`src/rtl/pipeline_hazard_controller_if.sv`:
```
// rtl/pipeline_hazard_controller_if.sv - hazard status inputs and stage control outputs
//
// Groups every hazard-status signal and every pipeline-register control of
// pipeline_hazard_controller into one bundle.
//   master : pipeline side; drives hazard status, receives stage controls
//   slave  : hazard controller; receives hazard status, drives stage controls
// Signals:
//   IF_ID_RS1_i/IF_ID_RS2_i (5), IF_ID_RS1_used_i/IF_ID_RS2_used_i : ID sources
//   ID_EX_RD_i (5), ID_EX_MemRead_i                                 : EX destination / load
//   EX_Branch_Taken_i, EX_MulDiv_Start_i, MulDiv_Done_i             : EX events
//   dmem_req_i, dmem_ready_i                                        : data-memory handshake
//   *_Write_o, *_Flush_o                                            : stage load / bubble controls
//   state_o (2), stall_cnt_o/flush_cnt_o (CNT_W), muldiv_timeout_o  : status
interface pipeline_hazard_controller_if #(
    parameter int CNT_W = 32
);
    logic [4:0]       IF_ID_RS1_i;
    logic [4:0]       IF_ID_RS2_i;
    logic             IF_ID_RS1_used_i;
    logic             IF_ID_RS2_used_i;
    logic [4:0]       ID_EX_RD_i;
    logic             ID_EX_MemRead_i;
    logic             EX_Branch_Taken_i;
    logic             EX_MulDiv_Start_i;
    logic             MulDiv_Done_i;
    logic             dmem_req_i;
    logic             dmem_ready_i;
    logic             PC_Write_o;
    logic             IF_ID_Write_o;
    logic             ID_EX_Write_o;
    logic             EX_MEM_Write_o;
    logic             MEM_WB_Write_o;
    logic             IF_ID_Flush_o;
    logic             ID_EX_Flush_o;
    logic             EX_MEM_Flush_o;
    logic             MEM_WB_Flush_o;
    logic [1:0]       state_o;
    logic [CNT_W-1:0] stall_cnt_o;
    logic [CNT_W-1:0] flush_cnt_o;
    logic             muldiv_timeout_o;

    modport master (
        output IF_ID_RS1_i, IF_ID_RS2_i, IF_ID_RS1_used_i, IF_ID_RS2_used_i,
               ID_EX_RD_i, ID_EX_MemRead_i, EX_Branch_Taken_i, EX_MulDiv_Start_i,
               MulDiv_Done_i, dmem_req_i, dmem_ready_i,
        input  PC_Write_o, IF_ID_Write_o, ID_EX_Write_o, EX_MEM_Write_o, MEM_WB_Write_o,
               IF_ID_Flush_o, ID_EX_Flush_o, EX_MEM_Flush_o, MEM_WB_Flush_o,
               state_o, stall_cnt_o, flush_cnt_o, muldiv_timeout_o
    );

    modport slave (
        input  IF_ID_RS1_i, IF_ID_RS2_i, IF_ID_RS1_used_i, IF_ID_RS2_used_i,
               ID_EX_RD_i, ID_EX_MemRead_i, EX_Branch_Taken_i, EX_MulDiv_Start_i,
               MulDiv_Done_i, dmem_req_i, dmem_ready_i,
        output PC_Write_o, IF_ID_Write_o, ID_EX_Write_o, EX_MEM_Write_o, MEM_WB_Write_o,
               IF_ID_Flush_o, ID_EX_Flush_o, EX_MEM_Flush_o, MEM_WB_Flush_o,
               state_o, stall_cnt_o, flush_cnt_o, muldiv_timeout_o
    );
endinterface

```
`src/rtl/pipeline_hazard_controller.sv`:
```
// rtl/pipeline_hazard_controller.sv - stall/flush sequencer for the 5-stage RV32 pipeline
//
// Resolves load-use hazards, taken-branch redirects, mul/div occupancy of EX
// and data-memory wait states by driving the load-enable and bubble controls
// of PC, IF/ID, ID/EX, EX/MEM and MEM/WB. Controls are combinational from the
// current state and inputs; Flush overrides Write at each register.
// Ports:
//   clk_i : clock, rising edge
//   rst_i : synchronous active-high reset
//   hz    : slave side of pipeline_hazard_controller_if (hazard status in,
//           stage controls, state, saturating counters and timeout flag out)
module pipeline_hazard_controller #(
    parameter int CNT_W      = 32,
    parameter int MD_TIMEOUT = 64
) (
    input  logic                            clk_i,
    input  logic                            rst_i,
    pipeline_hazard_controller_if.slave     hz
);
    localparam int MD_W = $clog2(MD_TIMEOUT + 1);
    localparam logic [MD_W-1:0] MD_LIMIT = MD_W'(MD_TIMEOUT);
    localparam logic [MD_W-1:0] MD_ONE   = MD_W'(1);

    typedef enum logic [1:0] {
        ST_RUN      = 2'd0,
        ST_MEM_WAIT = 2'd1,
        ST_MD_WAIT  = 2'd2,
        ST_ILLEGAL  = 2'd3
    } state_t;

    state_t           state;
    state_t           state_n;
    logic [MD_W-1:0]  md_cnt;
    logic [MD_W-1:0]  md_cnt_n;
    logic [CNT_W-1:0] stall_cnt;
    logic [CNT_W-1:0] flush_cnt;
    logic             timeout_flag;
    logic             timeout_set;
    logic             br_cycle;
    logic             lu;
    logic             mem_hold;

    logic pc_w, ifid_w, idex_w, exmem_w, memwb_w;
    logic ifid_f, idex_f, exmem_f, memwb_f;

    assign lu = hz.ID_EX_MemRead_i && (hz.ID_EX_RD_i != 5'd0) &&
                ((hz.IF_ID_RS1_used_i && (hz.ID_EX_RD_i == hz.IF_ID_RS1_i)) ||
                 (hz.IF_ID_RS2_used_i && (hz.ID_EX_RD_i == hz.IF_ID_RS2_i)));

    // Once in MEM_WAIT the request is already outstanding, so only ready matters.
    assign mem_hold = (state == ST_MEM_WAIT) ? !hz.dmem_ready_i
                                             : (hz.dmem_req_i && !hz.dmem_ready_i);

    always_comb begin
        pc_w        = 1'b1;
        ifid_w      = 1'b1;
        idex_w      = 1'b1;
        exmem_w     = 1'b1;
        memwb_w     = 1'b1;
        ifid_f      = 1'b0;
        idex_f      = 1'b0;
        exmem_f     = 1'b0;
        memwb_f     = 1'b0;
        state_n     = state;
        md_cnt_n    = md_cnt;
        timeout_set = 1'b0;
        br_cycle    = 1'b0;

        if (rst_i) begin
            pc_w     = 1'b0;
            ifid_w   = 1'b0;
            idex_w   = 1'b0;
            exmem_w  = 1'b0;
            memwb_w  = 1'b0;
            ifid_f   = 1'b1;
            idex_f   = 1'b1;
            exmem_f  = 1'b1;
            memwb_f  = 1'b1;
            state_n  = ST_RUN;
            md_cnt_n = '0;
        end else if (state == ST_MD_WAIT) begin
            // EX holds the mul/div; MEM/dmem, branch and load-use are irrelevant here.
            if (hz.MulDiv_Done_i) begin
                state_n = ST_RUN;
            end else if (md_cnt >= MD_LIMIT) begin
                state_n     = ST_RUN;
                timeout_set = 1'b1;
            end else begin
                pc_w     = 1'b0;
                ifid_w   = 1'b0;
                idex_w   = 1'b0;
                exmem_f  = 1'b1;
                md_cnt_n = md_cnt + MD_ONE;
            end
        end else if (mem_hold) begin
            pc_w    = 1'b0;
            ifid_w  = 1'b0;
            idex_w  = 1'b0;
            exmem_w = 1'b0;
            memwb_f = 1'b1;
            state_n = ST_MEM_WAIT;
        end else if (hz.EX_MulDiv_Start_i) begin
            pc_w     = 1'b0;
            ifid_w   = 1'b0;
            idex_w   = 1'b0;
            exmem_f  = 1'b1;
            state_n  = ST_MD_WAIT;
            md_cnt_n = MD_ONE;
        end else begin
            // RUN, MEM_WAIT on its ready cycle, and the unused encoding all land here.
            state_n = ST_RUN;
            if (hz.EX_Branch_Taken_i) begin
                // The ID instruction is wrong-path, so its load-use hazard is moot.
                ifid_f   = 1'b1;
                idex_f   = 1'b1;
                br_cycle = 1'b1;
            end else if (lu) begin
                pc_w   = 1'b0;
                ifid_w = 1'b0;
                idex_f = 1'b1;
            end
        end
    end

    always_ff @(posedge clk_i) begin
        if (rst_i) begin
            state        <= ST_RUN;
            md_cnt       <= '0;
            stall_cnt    <= '0;
            flush_cnt    <= '0;
            timeout_flag <= 1'b0;
        end else begin
            state  <= state_n;
            md_cnt <= md_cnt_n;
            if (!pc_w && (stall_cnt != {CNT_W{1'b1}})) begin
                stall_cnt <= stall_cnt + 1'b1;
            end
            if (br_cycle && (flush_cnt != {CNT_W{1'b1}})) begin
                flush_cnt <= flush_cnt + 1'b1;
            end
            if (timeout_set) begin
                timeout_flag <= 1'b1;
            end
        end
    end

    assign hz.PC_Write_o       = pc_w;
    assign hz.IF_ID_Write_o    = ifid_w;
    assign hz.ID_EX_Write_o    = idex_w;
    assign hz.EX_MEM_Write_o   = exmem_w;
    assign hz.MEM_WB_Write_o   = memwb_w;
    assign hz.IF_ID_Flush_o    = ifid_f;
    assign hz.ID_EX_Flush_o    = idex_f;
    assign hz.EX_MEM_Flush_o   = exmem_f;
    assign hz.MEM_WB_Flush_o   = memwb_f;
    assign hz.state_o          = state;
    assign hz.stall_cnt_o      = stall_cnt;
    assign hz.flush_cnt_o      = flush_cnt;
    assign hz.muldiv_timeout_o = timeout_flag;
endmodule

```
`src/flat_wrapper.sv`:
```
// flat-port wrapper written by rule: the top's interface ports become plain ports
module pipeline_hazard_controller_flat 
#(
    parameter int CNT_W      = 32,
    parameter int MD_TIMEOUT = 64
)
  (clk_i, rst_i, hz_IF_ID_RS1_i, hz_IF_ID_RS2_i, hz_IF_ID_RS1_used_i, hz_IF_ID_RS2_used_i, hz_ID_EX_RD_i, hz_ID_EX_MemRead_i, hz_EX_Branch_Taken_i, hz_EX_MulDiv_Start_i, hz_MulDiv_Done_i, hz_dmem_req_i, hz_dmem_ready_i, hz_PC_Write_o, hz_IF_ID_Write_o, hz_ID_EX_Write_o, hz_EX_MEM_Write_o, hz_MEM_WB_Write_o, hz_IF_ID_Flush_o, hz_ID_EX_Flush_o, hz_EX_MEM_Flush_o, hz_MEM_WB_Flush_o, hz_state_o, hz_stall_cnt_o, hz_flush_cnt_o, hz_muldiv_timeout_o);
  pipeline_hazard_controller_if #(.CNT_W(CNT_W)) hz_i ();
  input  logic clk_i;
  input  logic rst_i;
  input wire logic [$bits(hz_i.IF_ID_RS1_i)-1:0] hz_IF_ID_RS1_i;
  input wire logic [$bits(hz_i.IF_ID_RS2_i)-1:0] hz_IF_ID_RS2_i;
  input wire logic [$bits(hz_i.IF_ID_RS1_used_i)-1:0] hz_IF_ID_RS1_used_i;
  input wire logic [$bits(hz_i.IF_ID_RS2_used_i)-1:0] hz_IF_ID_RS2_used_i;
  input wire logic [$bits(hz_i.ID_EX_RD_i)-1:0] hz_ID_EX_RD_i;
  input wire logic [$bits(hz_i.ID_EX_MemRead_i)-1:0] hz_ID_EX_MemRead_i;
  input wire logic [$bits(hz_i.EX_Branch_Taken_i)-1:0] hz_EX_Branch_Taken_i;
  input wire logic [$bits(hz_i.EX_MulDiv_Start_i)-1:0] hz_EX_MulDiv_Start_i;
  input wire logic [$bits(hz_i.MulDiv_Done_i)-1:0] hz_MulDiv_Done_i;
  input wire logic [$bits(hz_i.dmem_req_i)-1:0] hz_dmem_req_i;
  input wire logic [$bits(hz_i.dmem_ready_i)-1:0] hz_dmem_ready_i;
  output wire logic [$bits(hz_i.PC_Write_o)-1:0] hz_PC_Write_o;
  output wire logic [$bits(hz_i.IF_ID_Write_o)-1:0] hz_IF_ID_Write_o;
  output wire logic [$bits(hz_i.ID_EX_Write_o)-1:0] hz_ID_EX_Write_o;
  output wire logic [$bits(hz_i.EX_MEM_Write_o)-1:0] hz_EX_MEM_Write_o;
  output wire logic [$bits(hz_i.MEM_WB_Write_o)-1:0] hz_MEM_WB_Write_o;
  output wire logic [$bits(hz_i.IF_ID_Flush_o)-1:0] hz_IF_ID_Flush_o;
  output wire logic [$bits(hz_i.ID_EX_Flush_o)-1:0] hz_ID_EX_Flush_o;
  output wire logic [$bits(hz_i.EX_MEM_Flush_o)-1:0] hz_EX_MEM_Flush_o;
  output wire logic [$bits(hz_i.MEM_WB_Flush_o)-1:0] hz_MEM_WB_Flush_o;
  output wire logic [$bits(hz_i.state_o)-1:0] hz_state_o;
  output wire logic [$bits(hz_i.stall_cnt_o)-1:0] hz_stall_cnt_o;
  output wire logic [$bits(hz_i.flush_cnt_o)-1:0] hz_flush_cnt_o;
  output wire logic [$bits(hz_i.muldiv_timeout_o)-1:0] hz_muldiv_timeout_o;
  assign hz_i.IF_ID_RS1_i = hz_IF_ID_RS1_i;
  assign hz_i.IF_ID_RS2_i = hz_IF_ID_RS2_i;
  assign hz_i.IF_ID_RS1_used_i = hz_IF_ID_RS1_used_i;
  assign hz_i.IF_ID_RS2_used_i = hz_IF_ID_RS2_used_i;
  assign hz_i.ID_EX_RD_i = hz_ID_EX_RD_i;
  assign hz_i.ID_EX_MemRead_i = hz_ID_EX_MemRead_i;
  assign hz_i.EX_Branch_Taken_i = hz_EX_Branch_Taken_i;
  assign hz_i.EX_MulDiv_Start_i = hz_EX_MulDiv_Start_i;
  assign hz_i.MulDiv_Done_i = hz_MulDiv_Done_i;
  assign hz_i.dmem_req_i = hz_dmem_req_i;
  assign hz_i.dmem_ready_i = hz_dmem_ready_i;
  assign hz_PC_Write_o = hz_i.PC_Write_o;
  assign hz_IF_ID_Write_o = hz_i.IF_ID_Write_o;
  assign hz_ID_EX_Write_o = hz_i.ID_EX_Write_o;
  assign hz_EX_MEM_Write_o = hz_i.EX_MEM_Write_o;
  assign hz_MEM_WB_Write_o = hz_i.MEM_WB_Write_o;
  assign hz_IF_ID_Flush_o = hz_i.IF_ID_Flush_o;
  assign hz_ID_EX_Flush_o = hz_i.ID_EX_Flush_o;
  assign hz_EX_MEM_Flush_o = hz_i.EX_MEM_Flush_o;
  assign hz_MEM_WB_Flush_o = hz_i.MEM_WB_Flush_o;
  assign hz_state_o = hz_i.state_o;
  assign hz_stall_cnt_o = hz_i.stall_cnt_o;
  assign hz_flush_cnt_o = hz_i.flush_cnt_o;
  assign hz_muldiv_timeout_o = hz_i.muldiv_timeout_o;
  pipeline_hazard_controller #(.CNT_W(CNT_W), .MD_TIMEOUT(MD_TIMEOUT)) u_core (.clk_i(clk_i), .rst_i(rst_i), .hz(hz_i));
endmodule
```
`config.mk`:
```
export PLATFORM = sky130hd
export DESIGN_NAME = pipeline_hazard_controller_flat
export DESIGN_NICKNAME = d
export VERILOG_FILES = /design/src/rtl/pipeline_hazard_controller_if.sv /design/src/rtl/pipeline_hazard_controller.sv /design/src/flat_wrapper.sv
export SDC_FILE = /design/constraint.sdc
export NUM_CORES = 1
export LEC_CHECK = 0
export CORE_UTILIZATION = 40
export DETAILED_ROUTE_END_ITERATION = 12
export DONT_BUFFER_PORTS = 1
export GPL_ROUTABILITY_DRIVEN = 1
export PLACE_DENSITY = 0.63
export SYNTH_ARGS = -nofsm -noshare
export SYNTH_HDL_FRONTEND = slang
export SYNTH_SLANG_ARGS = --single-unit
export TNS_END_PERCENT = 20
```
`constraint.sdc`:
```
create_clock -name clk_i -period 3.7 [get_ports clk_i]
set_input_delay 1.11 -clock clk_i [delete_from_list [all_inputs] [get_ports clk_i]]
set_output_delay 1.11 -clock clk_i [all_outputs]
set_load 0.02 [all_outputs]
```
==> flow_summary_export.csv, run 1 <==
group,metric,value,unit
placed_design,gp_congestion,0.836,
pwr,max-vdd-ir-drop,209,µV
pwr,p_leak,1.30,nW
floorplanning,core,9330,µm²
route,vias_per_cell,5.92,
cells_and_area,final_cell_mix,"74 x dfxtp_1, 41 x a21oi_1, 39 x nor2_1",
critical_path,worstPathRequired,2590,ps
timing,max_freq,277,MHz
route,drc,0,
placed_design,dpl.hpwl,6710,µm
clock_tree,h-tree-depth,3,
cells_and_area,drive_gt1_share,9.22,%
placed_design,port_buffers,0,
route,first_pass_iters,4,
clock_tree,cts_tree,"built",
global_route,grt-ovfl-total,0,
floorplanning,dieArea,10100,µm²
logic_synthesis,syn_area_per_cell,8.20,µm²
route,drtIter0Drc,118,
worst_hold_path,hp-class,"reg -> reg",
floorplanning,fp-row-count,35,
route,wl_per_cell,15.8,µm
clock_tree,cts.sinks,74,
outcome,status,"finished clean",
logic_synthesis,syn_area,3890,µm²
timing,tightest_slew,951,ps
floorplanning,die_h,101,µm
logic_synthesis,synthCells,475,
timing,maxSlewViolCount,0,
logic_synthesis,ys_types,49,
global_route,antenna_found_initial,0,
job,drv_cap,0,
clock_tree,numCtsBuffers,9,
cells_and_area,final_common_cell,"dfxtp_1",
logic_synthesis,synth_top_area_share,38.0,%
timing,grt_setup_unrepaired,"false",
route,route.vias.total,3585,
cells_and_area,antenna_cells,0,
logic_synthesis,synth_fp_nets,503,
global_route,grt_pass1_wl,16000,µm
cells_and_area,final_cell_count_no_fill,606,
clock_tree,clockBufferDepth,2,
timing,finalHoldViolations,0,
global_route,grt.total_usage,19.5,%
logic_synthesis,synth_area_leaders,"dfxtp_1 38%, a21oi_1 5.3%, xnor2_1 4.7%",
timing,slew_headroom,36.3,%
timing,post-route-min-period,3600,ps
cells_and_area,syn_to_final_growth,9.89,%
global_route,grt_pass1_vias,3429,
pwr,powerDensity,379,nW/µm²
clock_tree,worstSkewPairLatency,350,ps
floorplanning,boundaryPins,101,
timing,period_share,97.4,%
clock_tree,hold_buffers,0,
logic_synthesis,synth_edf_count,0,
cells_and_area,final_nets,500,
critical_path,critPathMaxFanout,3,
critical_path,endpoint_kind,"output pin",
timing,skew,13.3,ps
global_route,grt_max_degree,74,
logic_synthesis,ys_ff_latch,74,
logic_synthesis,synth-seq-area-share,38.0,%
timing,setup_viol,0,
critical_path,path_class,"in -> out",
timing,tns,0,ps
logic_synthesis,synth_top_area_cell,"dfxtp_1",
critical_path,reg2reg_setup_slack,830,ps
route,finalWirelength,9550,µm
floorplanning,start_util,41.8,%
logic_synthesis,synth_ff_type,"dfxtp_1",
clock_tree,cts-root-buf,"clkbuf_8",
clock_tree,clk_pin_slew,80,ps
critical_path,crit_path_start_kind,"input pin",
route,antenna_left,0,
logic_synthesis,yosys_warnings,0,
critical_path,cp.arrival,2490,ps
logic_synthesis,async_flop_share,0,%
placed_design,dp_cells,590,
floorplanning,die_x,101,µm
[synthesized netlist by cell type (2+ instances only)]
cell	n
nor3b_1	2
nand3_1	30
o21bai_1	2
nand4b_1	2
or2_2	2
nor2_1	39
and2_1	5
or4_1	19
o31a_1	3
nor4_1	15
nand2_1	28
xor2_1	11
clkbuf_1	14
and4_1	6
nor3_2	2
inv_1	8
nor4b_1	4
or3_1	23
nor3_1	8
o21a_1	2
buf_2	7
xnor2_1	21
o31ai_1	15
and3_1	10
ha_1	3
mux2_2	4
nand4_1	23
nor2b_1	7
nand2b_1	3
o21ai_0	24
buf_4	2
dfxtp_1	74
a21oi_1	41
[cells by family after synthesis]
kind of cell             Yosys count  share of synthesized area (%)
adder cells (fa/ha/maj)            3                          0.964
AO/OA/AOI/OAI                     94                           14.3
XOR/XNOR                          32                           7.20
flip-flops                        74                           38.0
multiplexers                       5                           1.41
AND/OR/NAND/NOR                  235                           34.6
buffers and inverters             32                           3.50
[worst paths after layout]
path / end / startpoint / cells after the start
min: u_core.md_cnt[3]$_SDFFE_PP0P_ / u_core.md_cnt[3]$_SDFFE_PP0P_ / 2
max reg2reg: u_core.hz.stall_cnt_o[10]$_SDFFE_PP0P_ / u_core.hz.state_o[0]$_SDFFE_PP0P_ / 7
max: hz_ID_EX_Flush_o / hz_ID_EX_RD_i[4] / 6
min reg2reg: u_core.md_cnt[3]$_SDFFE_PP0P_ / u_core.md_cnt[3]$_SDFFE_PP0P_ / 2
[what timing repair did]
item,CTS,global route
endpoints found under the setup margin,0,1
setup buffers,0,0
resized for setup,0,2
[registers in the layout, indices dropped and copies added (netlist names)]
name,count
u_core.hz.flush_cnt_o,32
u_core.hz.state_o,2
u_core.md_cnt,7
u_core.hz.stall_cnt_o,32
u_core.hz.muldiv_timeout_o,1
[layer usage]
layer	track usage [%]	part of all wire [%]	up-vias
met5	0	0	-
met4	5.02	0.73	0
met3	7.00	7.8	11
met2	34.1	49	103
met1	22.5	43	1704
li1	-	-	1767
[worst max-delay path: stages]
cell     delay [ps]
xor2_1          150
nor4_2          290
a32oi_2         160
or4_1           530
nand3_1         110
buf_4           150
[where the power goes]
group	internal (mW)	switching, mW
clock network	0.399	0.311
logic	0.0344	0.0598
registers	0.803	0.0164
total	1.24	0.387
[through the flow]
stage / hold WS, ps / instance area (µm²) / setup slack (ps) / total power, mW / util, %
after floorplan: 466 / 3910 / 33.8 / 0.920 / -
after global placement: 485 / 4040 / 139 / 0.929 / 43.3
after detailed placement: 496 / 4040 / 80.6 / 0.932 / 43.3
after CTS: 509 / 4270 / 69.4 / 1.64 / 45.7
after global routing: 548 / 4280 / 3.11 / 1.69 / 45.9
final: 522 / 4280 / 95.7 / 1.62 / 45.9
[cell type report]
| type | instances | area (µm²) |
|---|---|---|
| sequential | 74 | 1480 |
| multi-input combinational | 369 | 2300 |
| inverter | 8 | 30.0 |
| clock buffer | 10 | 138 |
| fill | 949 | 5050 |
| timing repair buffer | 10 | 75.1 |
| tap | 129 | 161 |
| clock inverter | 6 | 90.1 |
Power figures use the tool's default switching activity.
==> run 2, diff against run 1 <==
- PLACE_DENSITY: 0.63 -> 0.65
- clock period: 3.7 -> 3.1 ns (I/O delays scaled with it)
==> flow_summary_export.csv, run 2 (synthesis results as in run 1) <==
group,metric,value,unit
critical_path,crit_path_max_incr_delay,530,ps
clock_tree,post_cts_buffers,0,
floorplanning,dieArea,10100,µm²
floorplanning,die_h,101,µm
floorplanning,start_util,41.8,%
timing,maxSlewViolCount,0,
outcome,status,"complete, but fails checks",
worst_hold_path,min_path_cells,1,
floorplanning,core,9330,µm²
cells_and_area,final_cell_mix,"74 x dfxtp_1, 40 x a21oi_1, 39 x nor2_1",
worst_hold_path,worst_hold_path.endpoint,"u_core.md_cnt[0]$_SDFFE_PP0P_",
global_route,antenna_found_initial,0,
route,finalWirelength,9770,µm
clock_tree,h-tree-depth,3,
cells_and_area,drive_gt1_share,12.0,%
critical_path,critical_path.top_delay_family,"simple AND/OR/NAND/NOR gates",
route,vias_per_cell,5.86,
worst_hold_path,hp-start,"u_core.md_cnt[0]$_SDFFE_PP0P_",
route,first_pass_iters,4,
worst_hold_path,hp-class,"reg -> reg",
timing,setup_slack,-90.5,ps
clock_tree,clk_pin_slew,80,ps
timing,finalHoldViolations,0,
route,antenna_left,0,
timing,grt_setup_unrepaired,"true",
route,drc,0,
timing,slew_headroom,58.3,%
critical_path,rr_worst_depth,6,
critical_path,r2r-start,"u_core.hz.flush_cnt_o[23]$_SDFFE_PP0P_",
cells_and_area,antenna_cells,0,
critical_path,path_class,"in -> out",
clock_tree,cts_tree,"built",
clock_tree,numCtsBuffers,9,
global_route,grt_pass1_wl,16000,µm
critical_path,critPathMaxFanout,3,
pwr,total_power,1.94,mW
cells_and_area,syn_to_final_growth,12.9,%
timing,tightest_slew,623,ps
cells_and_area,final_common_cell,"dfxtp_1",
critical_path,path_buf_inv,1,
timing,setup_viol,1,
placed_design,port_buffers,0,
placed_design,dpl.hpwl,6970,µm
pwr,p_leak,1.38,nW
outcome,violations,"negative setup slack",
pwr,max-vdd-ir-drop,175,µV
critical_path,crit_chain,"xor2_1 -> nor4_2 -> a32oi_1 -> or4_1 -> nand3_2 -> buf_6",
critical_path,crit_path_start_kind,"input pin",
clock_tree,cts-root-buf,"clkbuf_8",
global_route,grt_pass1_vias,3503,
clock_tree,worstSkewPairLatency,350,ps
timing,post-route-min-period,3190,ps
clock_tree,hold_buffers,0,
critical_path,worstPathRequired,2170,ps
critical_path,endpoint_kind,"output pin",
route,drtIter0Drc,121,
global_route,grt_max_degree,74,
pwr,powerDensity,441,nW/µm²
clock_tree,clockBufferDepth,2,
route,route.vias.total,3642,
route,wl_per_cell,15.7,µm
timing,skew,13.8,ps
timing,period_share,103,%
global_route,grt.total_usage,19.7,%
floorplanning,die_x,101,µm
placed_design,gp_congestion,0.828,
critical_path,cp.arrival,2260,ps
critical_path,reg2reg_setup_slack,530,ps
cells_and_area,final_util,47.1,%
critical_path,reg2reg_to,"u_core.hz.flush_cnt_o[2]$_SDFFE_PP0P_",
clock_tree,cts.sinks,74,
floorplanning,fp-row-count,35,
cells_and_area,final_nets,515,
global_route,grt-ovfl-total,0,
critical_path,cp_slowest_cell,"or4_1",
floorplanning,boundaryPins,101,
timing,max_freq,313,MHz
job,drv_cap,0,
==> run 2: worst register-to-register path: cells and delay by family, from the launching register on <==
family                 cells  cell delay (ps)
AND/OR/NAND/NOR            4             1420
flip-flops                 1              540
buffers and inverters      1              270
AO/OA/AOI/OAI              1              260
==> run 2: through the flow <==
step	instances	area, µm²	setup TNS [ps]	setup WS (ps)	hold WS [ps]
CTS	621	4390	-167	-150	508
finish	621	4400	-90.5	-90.5	507
global route	621	4400	-316	-196	526
detailed placement	605	4160	-2720	-211	498
floorplan	475	3930	-125	-121	466
global placement	605	4160	-1330	-111	482
==> run 2: final cells by class <==
cell class              instances  area (µm²)
repair buffers                 25         191
fillers                       895        4930
clock buffers                  10         128
multi-input cells             369        2310
well taps                     129         161
flip-flops and latches         74        1480
inverters                       8        30.0
clock inverters                 6        91.3
==> run 2: how the worst max path moves through the flow <==
stage | start | to | slack (ps) | cells past startpoint
detailed placement | hz_ID_EX_RD_i[4] | u_core.hz.stall_cnt_o[22]$_SDFFE_PP0P_ | -210 | 8
CTS | hz_ID_EX_RD_i[2] | hz_ID_EX_Flush_o | -150 | 6
global route | hz_ID_EX_RD_i[2] | hz_ID_EX_Flush_o | -200 | 6
floorplan | hz_dmem_req_i | hz_PC_Write_o | -120 | 7
finish | hz_ID_EX_RD_i[2] | hz_ID_EX_Flush_o | -90 | 6
global placement | hz_ID_EX_RD_i[4] | hz_ID_EX_Flush_o | -110 | 6
==> run 2: per-layer routing <==
layer,up-vias,part of all wire (%),track usage (%)
met5,-,0,0
met2,117,49,33.8
li1,1791,-,-
met3,10,7.8,5.76
met1,1724,42,23.0
met4,0,0.99,7.58
==> run 2: report_power, final <==
group / internal, mW / leakage (nW) / switching, mW
combinational: 0.0517 / 0.679 / 0.0758
sequential: 0.959 / 0.597 / 0.0181
clock: 0.455 / 0.0987 / 0.378
total: 1.47 / 1.38 / 0.472
==> run 2: what timing repair did <==
action / in CTS / in global routing
pin swaps: 3 / 0
gates resized for setup: 3 / 1
endpoints found under the setup margin: 3 / 3
